$ cat config.mk
export PLATFORM = sky130hd
export DESIGN_NAME = log_dot_sequencer_flat
export DESIGN_NICKNAME = d
export VERILOG_FILES = /design/src/rtl/log_dot_pkg.sv /design/src/rtl/log_dot_sequencer_if.sv /design/src/rtl/log_term_decode.sv /design/src/rtl/log_dot_sequencer.sv /design/src/flat_wrapper.sv
export SDC_FILE = /design/constraint.sdc
export NUM_CORES = 1
export LEC_CHECK = 0
export CORE_ASPECT_RATIO = 1.2
export CORE_MARGIN = 4
export CORE_UTILIZATION = 50
export CTS_CLUSTER_SIZE = 25
export DETAILED_ROUTE_END_ITERATION = 8
export HOLD_SLACK_MARGIN = 0.08
export PLACE_DENSITY = 0.85
export SYNTH_ARGS = -nofsm -noshare
export SYNTH_HDL_FRONTEND = slang
export SYNTH_SLANG_ARGS = --single-unit
$ cat constraint.sdc
create_clock -name clock -period 6.8 [get_ports clock]
set_clock_uncertainty 0.1 [all_clocks]
set_input_delay 2.04 -clock clock [delete_from_list [all_inputs] [get_ports clock]]
set_output_delay 2.04 -clock clock [all_outputs]
set_load 0.03 [all_outputs]
$ cat src/rtl/log_dot_pkg.sv
// log_dot_pkg: shared types and helpers for the log-domain dot-product sequencer.
//   state_t    : sequencer FSM states (S_ACC, S_FLUSH, S_OUT)
//   esum_t     : width used for the exponent sum exp_a+exp_b (wide enough that it never wraps)
//   min_acc_w  : smallest accumulator width that holds one full-range term plus its sign
package log_dot_pkg;

  typedef enum logic [1:0] {
    S_ACC   = 2'd0,
    S_FLUSH = 2'd1,
    S_OUT   = 2'd2
  } state_t;

  // Exponent fields up to 15 bits each sum without wrap in 16 bits.
  localparam int ESUM_W = 16;
  typedef logic [ESUM_W-1:0] esum_t;

  // Largest term is 2**((2**ea-1)+(2**eb-1)); one more bit for the sign,
  // one more so the negated magnitude is representable.
  function automatic int min_acc_w(input int ea, input int eb);
    return ((1 << ea) - 1) + ((1 << eb) - 1) + 2;
  endfunction

endpackage

$ cat src/rtl/log_dot_sequencer_if.sv
// log_dot_sequencer_if: operand stream in, result stream out, for one log-domain dot product.
//   in_valid/in_ready/in_a/in_b/in_last : operand pairs, {sign, exp} each, last marks end of vector
//   out_valid/out_ready                  : result handshake
//   out_acc                              : exact signed sum of terms (ACC_W bits, modular)
//   out_count                            : pairs accepted for this vector (saturating)
//   out_ovf                              : sticky signed overflow, present only with LOG_DOT_OVF_EN
// Modports: master = stream source / result consumer, slave = sequencer.
interface log_dot_sequencer_if #(
  parameter int EXP_A = 3,
  parameter int EXP_B = 3,
  parameter int ACC_W = 32,
  parameter int CNT_W = 16
);
  logic             in_valid;
  logic             in_ready;
  logic [EXP_A:0]   in_a;
  logic [EXP_B:0]   in_b;
  logic             in_last;
  logic             out_valid;
  logic             out_ready;
  logic [ACC_W-1:0] out_acc;
  logic [CNT_W-1:0] out_count;
`ifdef LOG_DOT_OVF_EN
  logic             out_ovf;
`endif

  modport master (
    output in_valid, in_a, in_b, in_last, out_ready,
    input  in_ready, out_valid, out_acc, out_count
`ifdef LOG_DOT_OVF_EN
    , input out_ovf
`endif
  );

  modport slave (
    input  in_valid, in_a, in_b, in_last, out_ready,
    output in_ready, out_valid, out_acc, out_count
`ifdef LOG_DOT_OVF_EN
    , output out_ovf
`endif
  );
endinterface

$ cat src/rtl/log_term_decode.sv
// log_term_decode: combinational decode of one log-domain operand pair into a
// signed power-of-two Kulisch term.
//   a_i    : {sign, exp} of operand a (EXP_A+1 bits)
//   b_i    : {sign, exp} of operand b (EXP_B+1 bits)
//   term_o : (sign_a ^ sign_b) ? -(2**(exp_a+exp_b)) : +(2**(exp_a+exp_b)), ACC_W bits signed
module log_term_decode
  import log_dot_pkg::*;
#(
  parameter int EXP_A = 3,
  parameter int EXP_B = 3,
  parameter int ACC_W = 32
) (
  input  logic [EXP_A:0]           a_i,
  input  logic [EXP_B:0]           b_i,
  output logic signed [ACC_W-1:0] term_o
);

  esum_t                   e;
  logic                    s;
  logic signed [ACC_W-1:0] mag;

  always_comb begin
    e      = esum_t'(a_i[EXP_A-1:0]) + esum_t'(b_i[EXP_B-1:0]);
    s      = a_i[EXP_A] ^ b_i[EXP_B];
    mag    = ACC_W'(1) << e;
    term_o = s ? -mag : mag;
  end

endmodule

$ cat src/rtl/log_dot_sequencer.sv
// log_dot_sequencer: sequences one log-domain dot product.
// Accepts (a,b) pairs, decodes each into a power-of-two term, registers the term
// (stage p0) and adds it into the accumulator one cycle later. On the last pair
// the pipeline drains (S_FLUSH) and the sum is offered until taken (S_OUT), after
// which accumulator, count and overflow flag clear for the next vector.
// Ports:
//   clock : clock
//   reset : synchronous, active-high; discards in-flight term, acc and count
//   bus   : log_dot_sequencer_if.slave (operand stream in, result out)
// Optional feature: define LOG_DOT_OVF_EN for the sticky out_ovf flag.
module log_dot_sequencer
  import log_dot_pkg::*;
#(
  parameter int EXP_A = 3,
  parameter int EXP_B = 3,
  parameter int ACC_W = 32,
  parameter int CNT_W = 16
) (
  input logic                 clock,
  input logic                 reset,
  log_dot_sequencer_if.slave  bus
);

  if (ACC_W < min_acc_w(EXP_A, EXP_B)) begin : g_acc_w_chk
    $error("log_dot_sequencer: ACC_W too narrow for EXP_A/EXP_B");
  end

  state_t                  state_q, state_d;
  logic                    accept;
  logic                    clear;
  logic signed [ACC_W-1:0] term_dec;
  logic signed [ACC_W-1:0] term_p0_q;
  logic                    vld_p0_q;
  logic signed [ACC_W-1:0] acc_sum;
  logic signed [ACC_W-1:0] acc_q, acc_d;
  logic [CNT_W-1:0]        cnt_q, cnt_d;

  function automatic logic [CNT_W-1:0] sat_inc(input logic [CNT_W-1:0] c);
    return (&c) ? c : c + 1'b1;
  endfunction

  assign bus.in_ready  = (state_q == S_ACC) && !reset;
  assign bus.out_valid = (state_q == S_OUT) && !reset;
  assign bus.out_acc   = acc_q;
  assign bus.out_count = cnt_q;

  assign accept = bus.in_valid && bus.in_ready;
  assign clear  = (state_q == S_OUT) && bus.out_ready;

  always_comb begin
    state_d = state_q;
    case (state_q)
      S_ACC:   if (accept && bus.in_last) state_d = S_FLUSH;
      S_FLUSH: state_d = S_OUT;
      S_OUT:   if (bus.out_ready) state_d = S_ACC;
      default: state_d = S_ACC;
    endcase
  end

  always_ff @(posedge clock) begin
    if (reset) state_q <= S_ACC;
    else       state_q <= state_d;
  end

  log_term_decode #(
    .EXP_A (EXP_A),
    .EXP_B (EXP_B),
    .ACC_W (ACC_W)
  ) u_decode (
    .a_i    (bus.in_a),
    .b_i    (bus.in_b),
    .term_o (term_dec)
  );

  // ---- stage p0: decoded term register ----
  always_ff @(posedge clock) begin
    if (accept) term_p0_q <= term_dec;
  end

  always_ff @(posedge clock) begin
    if (reset) vld_p0_q <= 1'b0;
    else       vld_p0_q <= accept;
  end

  // ---- stage p1: accumulate and count ----
  // No accept happens in S_FLUSH, so the term stage is always empty in S_OUT
  // and clear never collides with a retiring term.
  assign acc_sum = acc_q + term_p0_q;

  always_comb begin
    acc_d = acc_q;
    cnt_d = cnt_q;
    if (clear) begin
      acc_d = '0;
      cnt_d = '0;
    end else begin
      if (vld_p0_q) acc_d = acc_sum;
      if (accept)   cnt_d = sat_inc(cnt_q);
    end
  end

  always_ff @(posedge clock) begin
    if (reset) begin
      acc_q <= '0;
      cnt_q <= '0;
    end else begin
      acc_q <= acc_d;
      cnt_q <= cnt_d;
    end
  end

`ifdef LOG_DOT_OVF_EN
  logic ovf_q, ovf_d;

  // Signed overflow: operands agree in sign, result sign differs.
  always_comb begin
    ovf_d = ovf_q;
    if (clear) ovf_d = 1'b0;
    else if (vld_p0_q && (acc_q[ACC_W-1] == term_p0_q[ACC_W-1]) &&
             (acc_sum[ACC_W-1] != acc_q[ACC_W-1]))
      ovf_d = 1'b1;
  end

  always_ff @(posedge clock) begin
    if (reset) ovf_q <= 1'b0;
    else       ovf_q <= ovf_d;
  end

  assign bus.out_ovf = ovf_q;
`endif

endmodule
$ cat src/flat_wrapper.sv
// flat-port wrapper written by rule: the top's interface ports become plain ports
module log_dot_sequencer_flat import log_dot_pkg::*;
#(
  parameter int EXP_A = 3,
  parameter int EXP_B = 3,
  parameter int ACC_W = 32,
  parameter int CNT_W = 16
)
  (clock, reset, bus_in_valid, bus_in_a, bus_in_b, bus_in_last, bus_out_ready, bus_in_ready, bus_out_valid, bus_out_acc, bus_out_count);
  log_dot_sequencer_if #(.EXP_A(EXP_A), .EXP_B(EXP_B), .ACC_W(ACC_W), .CNT_W(CNT_W)) bus_i ();
  input logic clock;
  input logic reset;
  input wire logic [$bits(bus_i.in_valid)-1:0] bus_in_valid;
  input wire logic [$bits(bus_i.in_a)-1:0] bus_in_a;
  input wire logic [$bits(bus_i.in_b)-1:0] bus_in_b;
  input wire logic [$bits(bus_i.in_last)-1:0] bus_in_last;
  input wire logic [$bits(bus_i.out_ready)-1:0] bus_out_ready;
  output wire logic [$bits(bus_i.in_ready)-1:0] bus_in_ready;
  output wire logic [$bits(bus_i.out_valid)-1:0] bus_out_valid;
  output wire logic [$bits(bus_i.out_acc)-1:0] bus_out_acc;
  output wire logic [$bits(bus_i.out_count)-1:0] bus_out_count;
  assign bus_i.in_valid = bus_in_valid;
  assign bus_i.in_a = bus_in_a;
  assign bus_i.in_b = bus_in_b;
  assign bus_i.in_last = bus_in_last;
  assign bus_i.out_ready = bus_out_ready;
  assign bus_in_ready = bus_i.in_ready;
  assign bus_out_valid = bus_i.out_valid;
  assign bus_out_acc = bus_i.out_acc;
  assign bus_out_count = bus_i.out_count;
  log_dot_sequencer #(.EXP_A(EXP_A), .EXP_B(EXP_B), .ACC_W(ACC_W), .CNT_W(CNT_W)) u_core (.clock(clock), .reset(reset), .bus(bus_i));
endmodule
# Word-level counts from Yosys, hierarchy flattened

Cells that the tools add are included.

Add/subtract/negate cells: 4
Multipliers: 0
Div/mod/pow operators: 0
Order comparisons: 0
Equal/unequal tests: 4
Shift operators: 1
Muxes and demuxes: 4
Bitwise logic cells: 2
Reduce and logical (&&, ||, !) cells: 11

Operator list:

| kind                                               | count |
|---|---|
| adder 32 bit                                       | 1 |
| 2-to-1 mux 32 bit                                  | 1 |
| negator 32 bit                                     | 1 |
| << shifter 1 x 16 -> 32 bit (first input constant) | 1 |
| adder 16 x 1 -> 16 bit (second input constant)     | 1 |
| AND reduction 16 bit                               | 1 |
| one-hot mux 2 bit (3 select lines)                 | 1 |
| logical AND 1 bit                                  | 5 |
| adder 3 x 3 -> 4 bit                               | 1 |
| 2-to-1 mux 2 bit                                   | 2 |
| inequality test 2 bit (second input constant)      | 2 |
| AND reduction 2 bit                                | 2 |
| == test 2 x 1 -> 1 bit (second input constant)     | 1 |
| == test 2 bit (second input constant)              | 1 |
| zero test 2 bit                                    | 1 |
| OR reduction 2 bit                                 | 1 |
| zero test 1 bit                                    | 1 |
| inverter 1 bit                                     | 1 |
| XOR 1 bit                                          | 1 |

Flip-flop bits (word level): 83
Bits in latches: 0
Bits in writable memories: 0
ROM bits: 0
Bits of input ports: 13
Output and inout bits: 50
Logic and storage cells: 31
Memories: 0

# Logic depth before layout (Yosys ltp)

Word-level depth: 6
Gate-level depth with buffers: 13
Gate-level depth less buffers: 12

# Modules after synthesis

From an unflattened synthesis, not the netlist that was laid out.

Cell total of the unflattened synthesis: 600
Area, all modules: 5366.4 µm²

By module, submodules not included:

| module            | times used | cells each | area each (µm²) | sequential area each (µm²) |
|---|---|---|---|---|
| log_dot_sequencer | 1          | 483        | 4645.7          | 1981.9 |
| log_term_decode   | 1          | 117        | 720.7           | 0.0 |

# Worst setup path before layout

OpenSTA, ideal clock, no wires.

Kind: input to output
Start: input port reset
End: output port bus_in_ready
Arrival: 2.785 ns
Data required time: 4.660 ns
Setup slack: 1.875 ns
Stages on the path: 1
Buffers on the path: 0
Cells stage by stage: nor3_1

Cells in the longest elaborated chain, start to end: 2

RTL lines:

| what              | line                    | source |
|---|---|---|
| start, declared   | flat_wrapper.sv:12      | `input logic reset;` |
| zero test 1 bit   | log_dot_sequencer.sv:42 | `assign bus.in_ready = (state_q == S_ACC) && !reset;` |
| logical AND 1 bit | log_dot_sequencer.sv:42 |  |
| end, declared     | flat_wrapper.sv:18      | `output wire logic [$bits(bus_i.in_ready)-1:0] bus_in_ready;` |

Every way passes these cells.

# Final worst setup path

Same ends and word-level chain as after synthesis.

==> summary.md <==
| Metric | Value |
|---|---|
| Run status | `finished clean` |
| WP data arrival | `3.56 ns` |
| Hold path cells | `2` |
| Die ar. | `12140 µm²` |
| Setup TNS | `0 ns` |
| Layout cells sized above 1 | `5.128%` |
| Post-CTS setup buffer count | `0` |
| Startpoint types | `input pin` |
| GPL Wtd Cong | `0.9424` |
| Final setup fails | `0` |
| Critical-path top delay cell | `clkdlybuf4s50_1` |
| Flops & latches, synth | `82` |
| Initial drt markers | `308` |
| CP required | `4.66 ns` |
| R2R depth | `8` |
| Worst setup EP type | `output pin` |
| Clk slew on worst S/H paths | `0.06 ns` |
| Core area | `10110 µm²` |
| Leakage | `2.597 nW` |
| Post-synth EDFFs | `31` |
| Final nets | `710` |
| Post-synth ARST share | `0%` |
| RSZ-0062 raised after global routing | `no` |
| TritonCTS buffer count | `9` |
| Worst Path Class, Setup | `input pin to output pin` |
| Mapped cell area | `5216 µm²` |
| Avg Cell Area, Syn | `8.565 µm²` |
| CP delay by family, top | `buffers and inverters` |
| WHS Endpoint | `u_core.bus.out_acc[31]$_SDFFE_PP0P_` |
| Routed len/inst | `15.87 µm` |
| Vias/cell | `5.783` |
| Cell variety after synth | `56` |
| First-pass GRT wire length | `20870 µm` |
| R2r setup slk | `3.81 ns` |
| Die width | `101.2 µm` |
| RR Startpoint | `u_core.state_q[0]$_SDFFE_PP0P_` |
| Cell count after synthesis | `609` |
| Io pins | `63` |
| Worst Hold Launch | `u_core.bus.out_acc[31]$_SDFFE_PP0P_` |
| Pwr dens | `231.0 nW/µm²` |
| Pins Over Slew Limit | `0` |
| GR Util All Layers | `21.17%` |
| Vias in the first global route | `4388` |
| Worst-Margin Slew | `1.044 ns` |
| CTS Hold Buffers Added | `0` |
| Chip Height | `119.9 µm` |
| Max Freq | `175.6 MHz` |
| DR vias | `4563` |
| Clk Latency, worst-skew pair | `0.33 ns` |
| Detail Placement HPWL | `9214 µm` |
| Worst path most repeated cell | `clkdlybuf4s50_1` |
| Antenna diode count | `0` |
| Sequential fraction of the synthesis area | `37.42%` |
| Num rows | `40` |
| CTS tree | `built` |
| Hold Vio Cnt, Final | `0` |
| Synth warn | `0` |
| CP Buf/Inv Count | `2` |
| CP cell instances | `clkdlybuf4s50_1, nor3_1, clkdlybuf4s50_1` |
| Initial core utilization | `51.60%` |
| Initial DRT Pass Iterations | `5` |
| Max incr delay on CP | `0.74 ns` |
| End of the worst register-to-register path | `u_core.bus.out_count[15]$_SDFFE_PP0P_` |
| Syn nets | `661` |
| Tcrit/Tclk final | `83.75%` |
| Post-cts resize count | `0` |
| Layout Area Growth over Synthesis | `19.14%` |
| Initial antenna violation count | `0` |
| VDD IR max | `123.4 µV` |
| Clk root buf | `clkbuf_16` |
| H-Tree Depth | `3` |
| Clock tree buffer depth | `2` |
| Post-route minimum period | `5.695 ns` |
| Final hold slack | `0.3925 ns` |
| # Max-Cap Violations | `0` |
| Gr ovfl total | `0` |
| Sink Count | `82` |
| Final ANT Viol Nets | `0` |
| Top FF cell, synth | `dfxtp_1` |
| DRT Wirelength | `12520 µm` |
| CP max FO | `5` |
| Largest net degree at the start of global routing | `46` |
| Residual DRC | `0` |
| HP Class | `flip-flop to flip-flop` |
| Rel. slew slack | `30.40%` |
| IO buf count | `62` |
## flip-flops by register name, indices dropped and copies added, names as in the netlist
signal,flops
u_core.bus.out_acc,32
u_core.bus.out_count,16
u_core.state_q,2
u_core.term_p0_q,31
u_core.vld_p0_q,1
## how the worst max path moves through the flow
stage,slack [ns],start,cells after the start,endpoint
detailed placement,1.04,bus_in_b[0],12,u_core.term_p0_q[14]$_DFFE_PP_
floorplan,1.88,reset,1,bus_in_ready
global route,1.0,reset,3,bus_in_ready
CTS,1.08,reset,3,bus_in_ready
global placement,1.16,reset,3,bus_in_ready
finish,1.10,reset,3,bus_in_ready
## layout by cell type (no fill, tap or decap), types with 13 or more instances in the layout
cell type / count
a21o_1: 27
a21oi_1: 51
a31oi_1: 15
clkdlybuf4s50_1: 62
dfxtp_1: 50
edfxtp_1: 31
ha_1: 37
inv_1: 30
mux2i_1: 19
nand2_1: 48
nand3_1: 28
nor2_1: 78
nor3_1: 13
o21ai_0: 24
xnor2_1: 15
xor2_1: 20
## metal layers
layer	part of all wire, %	global-route usage [%]
met4	2.2	8.479
met3	5.3	3.023
met1	41	26.07
met2	52	36.62
met5	0	0
## cell usage after synthesis (2+ instances only)
| cell | n | area, µm² |
|---|---|---|
| clkbuf_1 | 24 | 90.09 |
| o31ai_1 | 2 | 15.01 |
| a21boi_0 | 3 | 22.52 |
| o21ai_0 | 24 | 120.1 |
| o21ai_2 | 4 | 35.03 |
| edfxtp_1 | 31 | 930.9 |
| nand3_1 | 28 | 140.1 |
| and3_1 | 10 | 62.56 |
| clkinv_1 | 2 | 7.510 |
| a31o_2 | 2 | 17.52 |
| or4_1 | 2 | 15.01 |
| nor2_1 | 78 | 292.8 |
| o22ai_1 | 4 | 25.02 |
| nand2_1 | 48 | 180.2 |
| a21o_1 | 27 | 202.7 |
| nand2b_1 | 7 | 43.79 |
| a211oi_1 | 6 | 45.04 |
| a31oi_1 | 15 | 93.84 |
| buf_1 | 2 | 7.510 |
| nand3b_1 | 5 | 37.54 |
| fa_1 | 2 | 40.04 |
| o21ai_1 | 2 | 10.01 |
| nor3_1 | 13 | 65.06 |
| nand4_1 | 8 | 50.05 |
| mux2i_1 | 19 | 190.2 |
| ha_1 | 37 | 462.9 |
| inv_1 | 30 | 112.6 |
| a21oi_1 | 51 | 255.2 |
| xor2_1 | 20 | 175.2 |
| a221oi_1 | 2 | 17.52 |
| dfxtp_1 | 51 | 1021 |
| nor2b_1 | 2 | 12.51 |
| xnor2_1 | 15 | 131.4 |
| or3_1 | 7 | 43.79 |
| o21a_1 | 3 | 22.52 |
| o21bai_1 | 3 | 22.52 |
## area by class of cell
| cell class | instances | area, µm² |
|---|---|---|
| Clock inverter | 3 | 17.52 |
| Sequential cell | 82 | 1953 |
| Tap cell | 126 | 157.7 |
| Inverter | 32 | 120.1 |
| Multi-Input combinational cell | 468 | 3042 |
| Timing Repair Buffer | 65 | 643.1 |
| Fill cell | 826 | 3895 |
| Clock buffer | 13 | 281.5 |
## power breakdown
group	internal (mW)	total (mW)	switching, mW
registers	0.548	0.574	0.0266
logic	0.148	0.380	0.232
clock network	0.290	0.481	0.192
## stage by stage
step | setup slack (ns) | utilization [%] | instance area, µm² | std cells | power, mW
floorplan | 1.876 | - | 5216 | 609 | 0.8528
global placement | 1.161 | 58.51 | 5916 | 773 | 0.9442
detailed placement | 1.042 | 58.51 | 5916 | 773 | 0.9573
CTS | 1.082 | 61.47 | 6215 | 789 | 1.440
global route | 0.9998 | 61.47 | 6215 | 789 | 1.503
finish | 1.105 | 61.47 | 6215 | 789 | 1.436
## cells by family after synthesis
group / share of synthesized area [%]
AND/OR/NAND/NOR: 19.05
AO/OA/AOI/OAI: 19.57
flip-flops: 37.42
buffers and inverters: 4.270
adder cells (fa/ha/maj): 9.643
XOR/XNOR: 6.189
multiplexers: 3.862
## worst register-to-register path: cells and delay by family, from the launching register on
kind	cells	cell delay (ns)
simple gates	6	2.02
flops	1	0.33
compound gates	1	0.26
xor+xnor	1	0.16
No activity file was read; power rests on OpenSTA's default activity.
